### src/rtl/seg_codec_pkg.sv
// Segment pattern constants and the segment-to-hex classifier shared by the
// reader and the segment decoder's tests.
package seg_codec_pkg;

  typedef struct packed {
    logic       err;
    logic       blank;
    logic [3:0] value;
  } seg_entry_t;

  localparam int ENTRY_W = $bits(seg_entry_t);

  // Active-low {A,B,C,D,E,F,G}
  localparam logic [6:0] SEG_0     = 7'b0000001;
  localparam logic [6:0] SEG_1     = 7'b1001111;
  localparam logic [6:0] SEG_2     = 7'b0010010;
  localparam logic [6:0] SEG_3     = 7'b0000110;
  localparam logic [6:0] SEG_4     = 7'b1001100;
  localparam logic [6:0] SEG_5     = 7'b0100100;
  localparam logic [6:0] SEG_6     = 7'b0100000;
  localparam logic [6:0] SEG_7     = 7'b0001111;
  localparam logic [6:0] SEG_8     = 7'b0000000;
  localparam logic [6:0] SEG_9     = 7'b0000100;
  localparam logic [6:0] SEG_A     = 7'b0001000;
  localparam logic [6:0] SEG_B     = 7'b1100000;
  localparam logic [6:0] SEG_C     = 7'b0110001;
  localparam logic [6:0] SEG_D     = 7'b1000010;
  localparam logic [6:0] SEG_E     = 7'b0110000;
  localparam logic [6:0] SEG_F     = 7'b0111000;
  localparam logic [6:0] SEG_BLANK = 7'b1111111;

  function automatic seg_entry_t seg_to_hex(input logic [6:0] seg);
    seg_entry_t r;
    r = '{err: 1'b1, blank: 1'b0, value: 4'h0};
    case (seg)
      SEG_0:     r.err = 1'b0;
      SEG_1:     r = '{err: 1'b0, blank: 1'b0, value: 4'h1};
      SEG_2:     r = '{err: 1'b0, blank: 1'b0, value: 4'h2};
      SEG_3:     r = '{err: 1'b0, blank: 1'b0, value: 4'h3};
      SEG_4:     r = '{err: 1'b0, blank: 1'b0, value: 4'h4};
      SEG_5:     r = '{err: 1'b0, blank: 1'b0, value: 4'h5};
      SEG_6:     r = '{err: 1'b0, blank: 1'b0, value: 4'h6};
      SEG_7:     r = '{err: 1'b0, blank: 1'b0, value: 4'h7};
      SEG_8:     r = '{err: 1'b0, blank: 1'b0, value: 4'h8};
      SEG_9:     r = '{err: 1'b0, blank: 1'b0, value: 4'h9};
      SEG_A:     r = '{err: 1'b0, blank: 1'b0, value: 4'hA};
      SEG_B:     r = '{err: 1'b0, blank: 1'b0, value: 4'hB};
      SEG_C:     r = '{err: 1'b0, blank: 1'b0, value: 4'hC};
      SEG_D:     r = '{err: 1'b0, blank: 1'b0, value: 4'hD};
      SEG_E:     r = '{err: 1'b0, blank: 1'b0, value: 4'hE};
      SEG_F:     r = '{err: 1'b0, blank: 1'b0, value: 4'hF};
      SEG_BLANK: r = '{err: 1'b0, blank: 1'b1, value: 4'h0};
      default:   r = '{err: 1'b1, blank: 1'b0, value: 4'h0};
    endcase
    return r;
  endfunction

endpackage

### src/rtl/seg_fifo.sv
// Show-ahead synchronous FIFO; head data is visible whenever not empty.
// A push while full is accepted only if a pop frees a slot on the same edge.
module seg_fifo #(
  parameter int DEPTH = 4,
  parameter int WIDTH = 6
) (
  input  logic             i_clk,
  input  logic             i_rst_n,
  input  logic             i_push,
  input  logic [WIDTH-1:0] i_data,
  input  logic             i_pop,
  output logic [WIDTH-1:0] o_data,
  output logic             o_full,
  output logic             o_empty
);

  localparam int AW = (DEPTH > 1) ? $clog2(DEPTH) : 1;

  logic [WIDTH-1:0] r_mem [DEPTH];
  logic [AW-1:0]    r_wr_ptr;
  logic [AW-1:0]    r_rd_ptr;
  logic [AW:0]      r_count;
  logic             w_do_push;
  logic             w_do_pop;

  assign o_empty   = (r_count == '0);
  assign o_full    = (r_count == (AW+1)'(DEPTH));
  assign w_do_pop  = i_pop & ~o_empty;
  assign w_do_push = i_push & (~o_full | w_do_pop);
  assign o_data    = r_mem[r_rd_ptr];

  always_ff @(posedge i_clk or negedge i_rst_n) begin
    if (!i_rst_n) begin
      r_wr_ptr <= '0;
      r_rd_ptr <= '0;
      r_count  <= '0;
    end else begin
      if (w_do_push) r_wr_ptr <= r_wr_ptr + AW'(1);
      if (w_do_pop)  r_rd_ptr <= r_rd_ptr + AW'(1);
      case ({w_do_push, w_do_pop})
        2'b10:   r_count <= r_count + (AW+1)'(1);
        2'b01:   r_count <= r_count - (AW+1)'(1);
        default: r_count <= r_count;
      endcase
    end
  end

  // Storage needs no reset: it is only observed through the occupancy count.
  always_ff @(posedge i_clk) begin
    if (w_do_push) r_mem[r_wr_ptr] <= i_data;
  end

endmodule

### src/rtl/seven_seg_reader.sv
// Watches an active-low seven-segment bus, commits each newly settled pattern
// as a classified hex/blank/error entry and queues it for a valid/ready reader.
module seven_seg_reader
  import seg_codec_pkg::*;
#(
  parameter int STABLE_CYCLES = 4,
  parameter int FIFO_DEPTH    = 4
) (
  input  logic       i_clk,
  input  logic       i_rst_n,
  input  logic [6:0] i_seg,
  output logic       o_valid,
  input  logic       i_ready,
  output logic [3:0] o_value,
  output logic       o_blank,
  output logic       o_err,
  output logic       o_overflow
);

  localparam logic [7:0] STABLE = 8'(STABLE_CYCLES);

  logic [6:0] r_s;
  logic [6:0] r_last;
  logic [7:0] r_cnt;
  logic       r_overflow;

  logic       w_same;
  logic [7:0] w_cnt_next;
  logic       w_commit;
  logic       w_pop;
  logic       w_full;
  logic       w_empty;
  seg_entry_t w_new;
  seg_entry_t w_head;

  // Commit on the edge the run length reaches the threshold, so the entry
  // lands STABLE_CYCLES-1 edges after the first capture of the new pattern.
  always_comb begin
    w_same = (i_seg == r_s);
    if (!w_same)              w_cnt_next = 8'd1;
    else if (r_cnt == STABLE) w_cnt_next = r_cnt;
    else                      w_cnt_next = r_cnt + 8'd1;
    w_commit = (w_cnt_next == STABLE) && (r_cnt != STABLE) && (i_seg != r_last);
  end

  assign w_new = seg_to_hex(i_seg);
  assign w_pop = o_valid & i_ready;

  always_ff @(posedge i_clk or negedge i_rst_n) begin
    if (!i_rst_n) begin
      r_s        <= SEG_BLANK;
      r_cnt      <= STABLE;
      r_last     <= SEG_BLANK;
      r_overflow <= 1'b0;
    end else begin
      r_s   <= i_seg;
      r_cnt <= w_cnt_next;
      if (w_commit) r_last <= i_seg;
      if (w_commit && w_full && !w_pop) r_overflow <= 1'b1;
    end
  end

  seg_fifo #(
    .DEPTH (FIFO_DEPTH),
    .WIDTH (ENTRY_W)
  ) u_fifo (
    .i_clk   (i_clk),
    .i_rst_n (i_rst_n),
    .i_push  (w_commit),
    .i_data  (w_new),
    .i_pop   (w_pop),
    .o_data  (w_head),
    .o_full  (w_full),
    .o_empty (w_empty)
  );

  assign o_valid    = ~w_empty;
  assign o_value    = o_valid ? w_head.value : 4'd0;
  assign o_blank    = o_valid & w_head.blank;
  assign o_err      = o_valid & w_head.err;
  assign o_overflow = r_overflow;

endmodule

### config.mk
export PLATFORM = sky130hd
export DESIGN_NAME = seven_seg_reader
export DESIGN_NICKNAME = d
export VERILOG_FILES = /design/src/rtl/seg_codec_pkg.sv /design/src/rtl/seg_fifo.sv /design/src/rtl/seven_seg_reader.sv
export SDC_FILE = /design/constraint.sdc
export NUM_CORES = 1
export LEC_CHECK = 0
export ABC_CLOCK_PERIOD_IN_PS = 3620
export CAP_MARGIN = 40
export CORE_ASPECT_RATIO = 0.9
export CORE_UTILIZATION = 59
export CTS_BUF_LIST = sky130_fd_sc_hd__clkbuf_16
export DETAILED_ROUTE_END_ITERATION = 12
export GPL_TIMING_DRIVEN = 0
export PLACE_DENSITY_LB_ADDON = 0.05
export SKIP_LAST_GASP = 1
export SLEW_MARGIN = 10
export SYNTH_ARGS = -nofsm -noshare
export SYNTH_HDL_FRONTEND = slang
export SYNTH_SLANG_ARGS = --single-unit
### constraint.sdc
create_clock -name i_clk -period 3.62 [get_ports i_clk]
set_input_delay 1.086 -clock i_clk [delete_from_list [all_inputs] [get_ports i_clk]]
set_output_delay 1.086 -clock i_clk [all_outputs]
set_load 0.02 [all_outputs]
==> run metrics <==
status=finished clean; clk slew on worst S/H paths=~0.070 ns; final slew viol count=0; wirelength, routed=just under 5000 µm; Initial Utilization=0.628; Multi-input gate area=~0.0013 mm²; DRT iter0 DRCs=92; EDFF count, synth=24; Pre-antenna DRT Iters=4; Hold Path Class=register to register; Core Util, Final=0.733; initial antenna violation count=0; Yosys cell types=46; mapped cell area=0.00286 mm²; final hold violation count=0; Mapped Cells=237; syn avg cell area=between 10 and 15 µm²; CTS tree=built; GRT overflow=0; Layout area overhead=16.6%; global routing usage on met3=0.0457; flip-flop and latch area=between 0.001 and 0.0015 mm²; antenna cells=0; post-route antenna net violation count=0; YS warnings=0; most common cell in the netlist=edfxtp_1; crit end category=register; post-synth top area share=0.252; Die Wd=75.3 µm; Finish-stage setup viols=0; slowest CP cell=clkdlybuf4s50_1; drt wl/cell=between 15 and 20 µm; area leader, netlist=edfxtp_1; critical-path cell list=clkdlybuf4s50_1, buf_6, xor2_2, nor4_2, and4_4, nand2_4, nor4_4, inv_1, ha_1, inv_1, fa_1, xor2_1, nor2_1, xor2_1; row count=23; DRC violations left=0; max-capacitance violation count=0; Root Buffer=clkbuf_16; post-route setup TNS=0 ns; H-tree levels=2; Worst slew margin=0.538; async set or reset register ratio after synthesis=0.556; PortBufs=17; core box area=0.00455 mm²; Worst Path Arrival=roughly 3.7 ns; Yosys reg bits=54; DR vias=1846; Worst Clk Skew=0.00563 ns; CP required=3.79 ns; GR Layer Usage met2=0.329; post-synthesis sequential area ratio=0.522; top cells by area, synth=edfxtp_1, dfstp_2, dfrtp_1; fillers=330; DP HPWL=around 3400 µm; via/cell ratio=~5.7; GR peak layer=met2; Total GRT Usage=0.215; placed cell areas=between 0.003 and 0.004 mm²; r2r setup slk=around 0.75 ns; Syn Nets=255; CTS sink count=54; Final Hold Slack=0.481 ns; Tcrit/Tclk final=0.960; CTS Buffer Depth=2; WS Path Type=input pin to register; met1 usage=0.298; Top Ports=18; RePlAce Congestion=0.911; share of cells above drive strength 1=0.212; CP max FO=7; nets@finish=between 200 and 300; Worst Tran Pin Value=a little under 0.7 ns; Static Leak=1.22 nW; cell total after placement=316; Worst path max stage delay=about 0.44 ns; Finished Cell Area=between 0.003 and 0.004 mm²; die area=0.00512 mm²; f_max=~290 MHz; Post-CTS Hold Fix Bufs=0; Tmin final=3.48 ns; first-pass GRT wire length=between 7000 and 8000 µm; Die Span Y=~68 µm; Commonest cells post-synth=edfxtp_1, nor2_1, xnor2_1; CTS buffer count=5; largest net degree at the start of global routing=31; dominant synthesized flop cell=edfxtp_1; worst vdd ir=about 370 µV; clock insertion delay at the later pin of the skew report=a little under 0.3 ns; CP Launch Type=input pin; vias in the first global route=1610; Cell Count, Final, Fillers Out=about 330; PD cells=~520 mW/mm²
## layout make-up
| type | count | area share |
|---|---|---|
| plain buffers | 15 | 0.0237 |
| inverters | 10 | 0.0113 |
| multi-input cells | 156 | 0.382 |
| repair buffers | 21 | 0.0601 |
| flip-flops and latches | 54 | 0.447 |
| well taps | 62 | 0.0233 |
| clock inverters | 3 | 0.0147 |
| clock buffers | 5 | 0.0376 |
## cell families (layout without fill, tap and decap cells)
kind of cell | count (synthesis) | after routing | synth area share
buffers and inverters | 27 | 54 | 0.0381
AOI/OAI and AO/OA | 23 | 23 | 0.0552
and+or+nand+nor | 78 | 78 | 0.164
xor gates and xnor gates | 32 | 32 | 0.101
DFF | 54 | 54 | 0.522
muxes | 15 | 15 | 0.0823
adders and majority gates | 8 | 8 | 0.0377
## what timing repair did
| action | 4_1_cts | 5_1_grt |
|---|---|---|
| pin swaps | 1 | 2 |
| gates cloned | 0 | 0 |
| gates resized for setup | 4 | 10 |
| setup buffers | 1 | 3 |
| setup endpoints to repair | 2 | 1 |
## path summary, 6_finish.rpt
path | start | to | cells after the start
worst max-delay path | i_seg[6] | u_fifo.r_count[2] | 14
worst min-delay path | o_overflow | o_overflow | 1
worst max register to register | r_cnt[0] | u_fifo.r_count[2] | 12
worst min register to register | o_overflow | o_overflow | 1
max in group asynchronous | i_rst_n | o_overflow | 1
min in group asynchronous | i_rst_n | u_fifo.r_rd_ptr[1] | 1
## where the power goes
group	internal (mW)	total, mW	leakage (nW)	switching [mW]
logic	0.239	0.477	0.581	0.238
registers	0.678	0.698	0.553	0.0200
clock network	0.331	0.544	0.0819	0.214
total	1.25	1.72	1.22	0.472
## through the flow
step	setup slack, ns	total power, mW
floorplan	0.189	1.02
global placement	-0.727	1.17
detailed placement	-0.812	1.19
CTS	0.00271	1.74
global route	-0.00255	1.81
finish	0.144	1.72
## layer usage
| layer | routed length [µm] | up-vias |
|---|---|---|
| met4 | 78 | 0 |
| met1 | 2310 | 875 |
| met3 | 235 | 7 |
| met2 | 2280 | 62 |
| li1 | - | 902 |
| met5 | 0 | - |
## worst max-delay path, delay by kind of cell
kind          cells  cell delay (ns)
simple gates      5             0.97
fa+ha+maj         2             0.40
xor+xnor          3             0.44
buf+inv           4             0.74
## flip-flops by register name (all words and copies together) (netlist names)
register and count:
o_overflow 1, r_cnt 8, r_last 7, r_s 7, u_fifo.r_count 3, u_fifo.r_mem 24, u_fifo.r_rd_ptr 2, u_fifo.r_wr_ptr 2
## placed cells by master, fill, tap and decap left out, types with 2 or more instances in the layout
master	count
mux4_2	6
nand2_1	8
nor4_4	3
clkbuf_16	5
nor4b_1	2
o21ai_0	4
nor3_1	6
inv_1	10
ha_1	7
nor2_1	17
or3_1	4
edfxtp_1	24
xor2_1	14
nand3_1	6
o32ai_1	3
nor4_1	3
xnor2_1	17
dlymetal6s2s_1	2
dfrtp_1	15
dfstp_2	15
clkbuf_1	12
nand4_1	5
and2_1	11
buf_6	3
o211ai_1	2
buf_4	4
or2_2	3
mux2_2	8
a21oi_1	5
nand4b_1	2
clkdlybuf4s50_1	14
and3_1	2
Power figures use the tool's default switching activity.
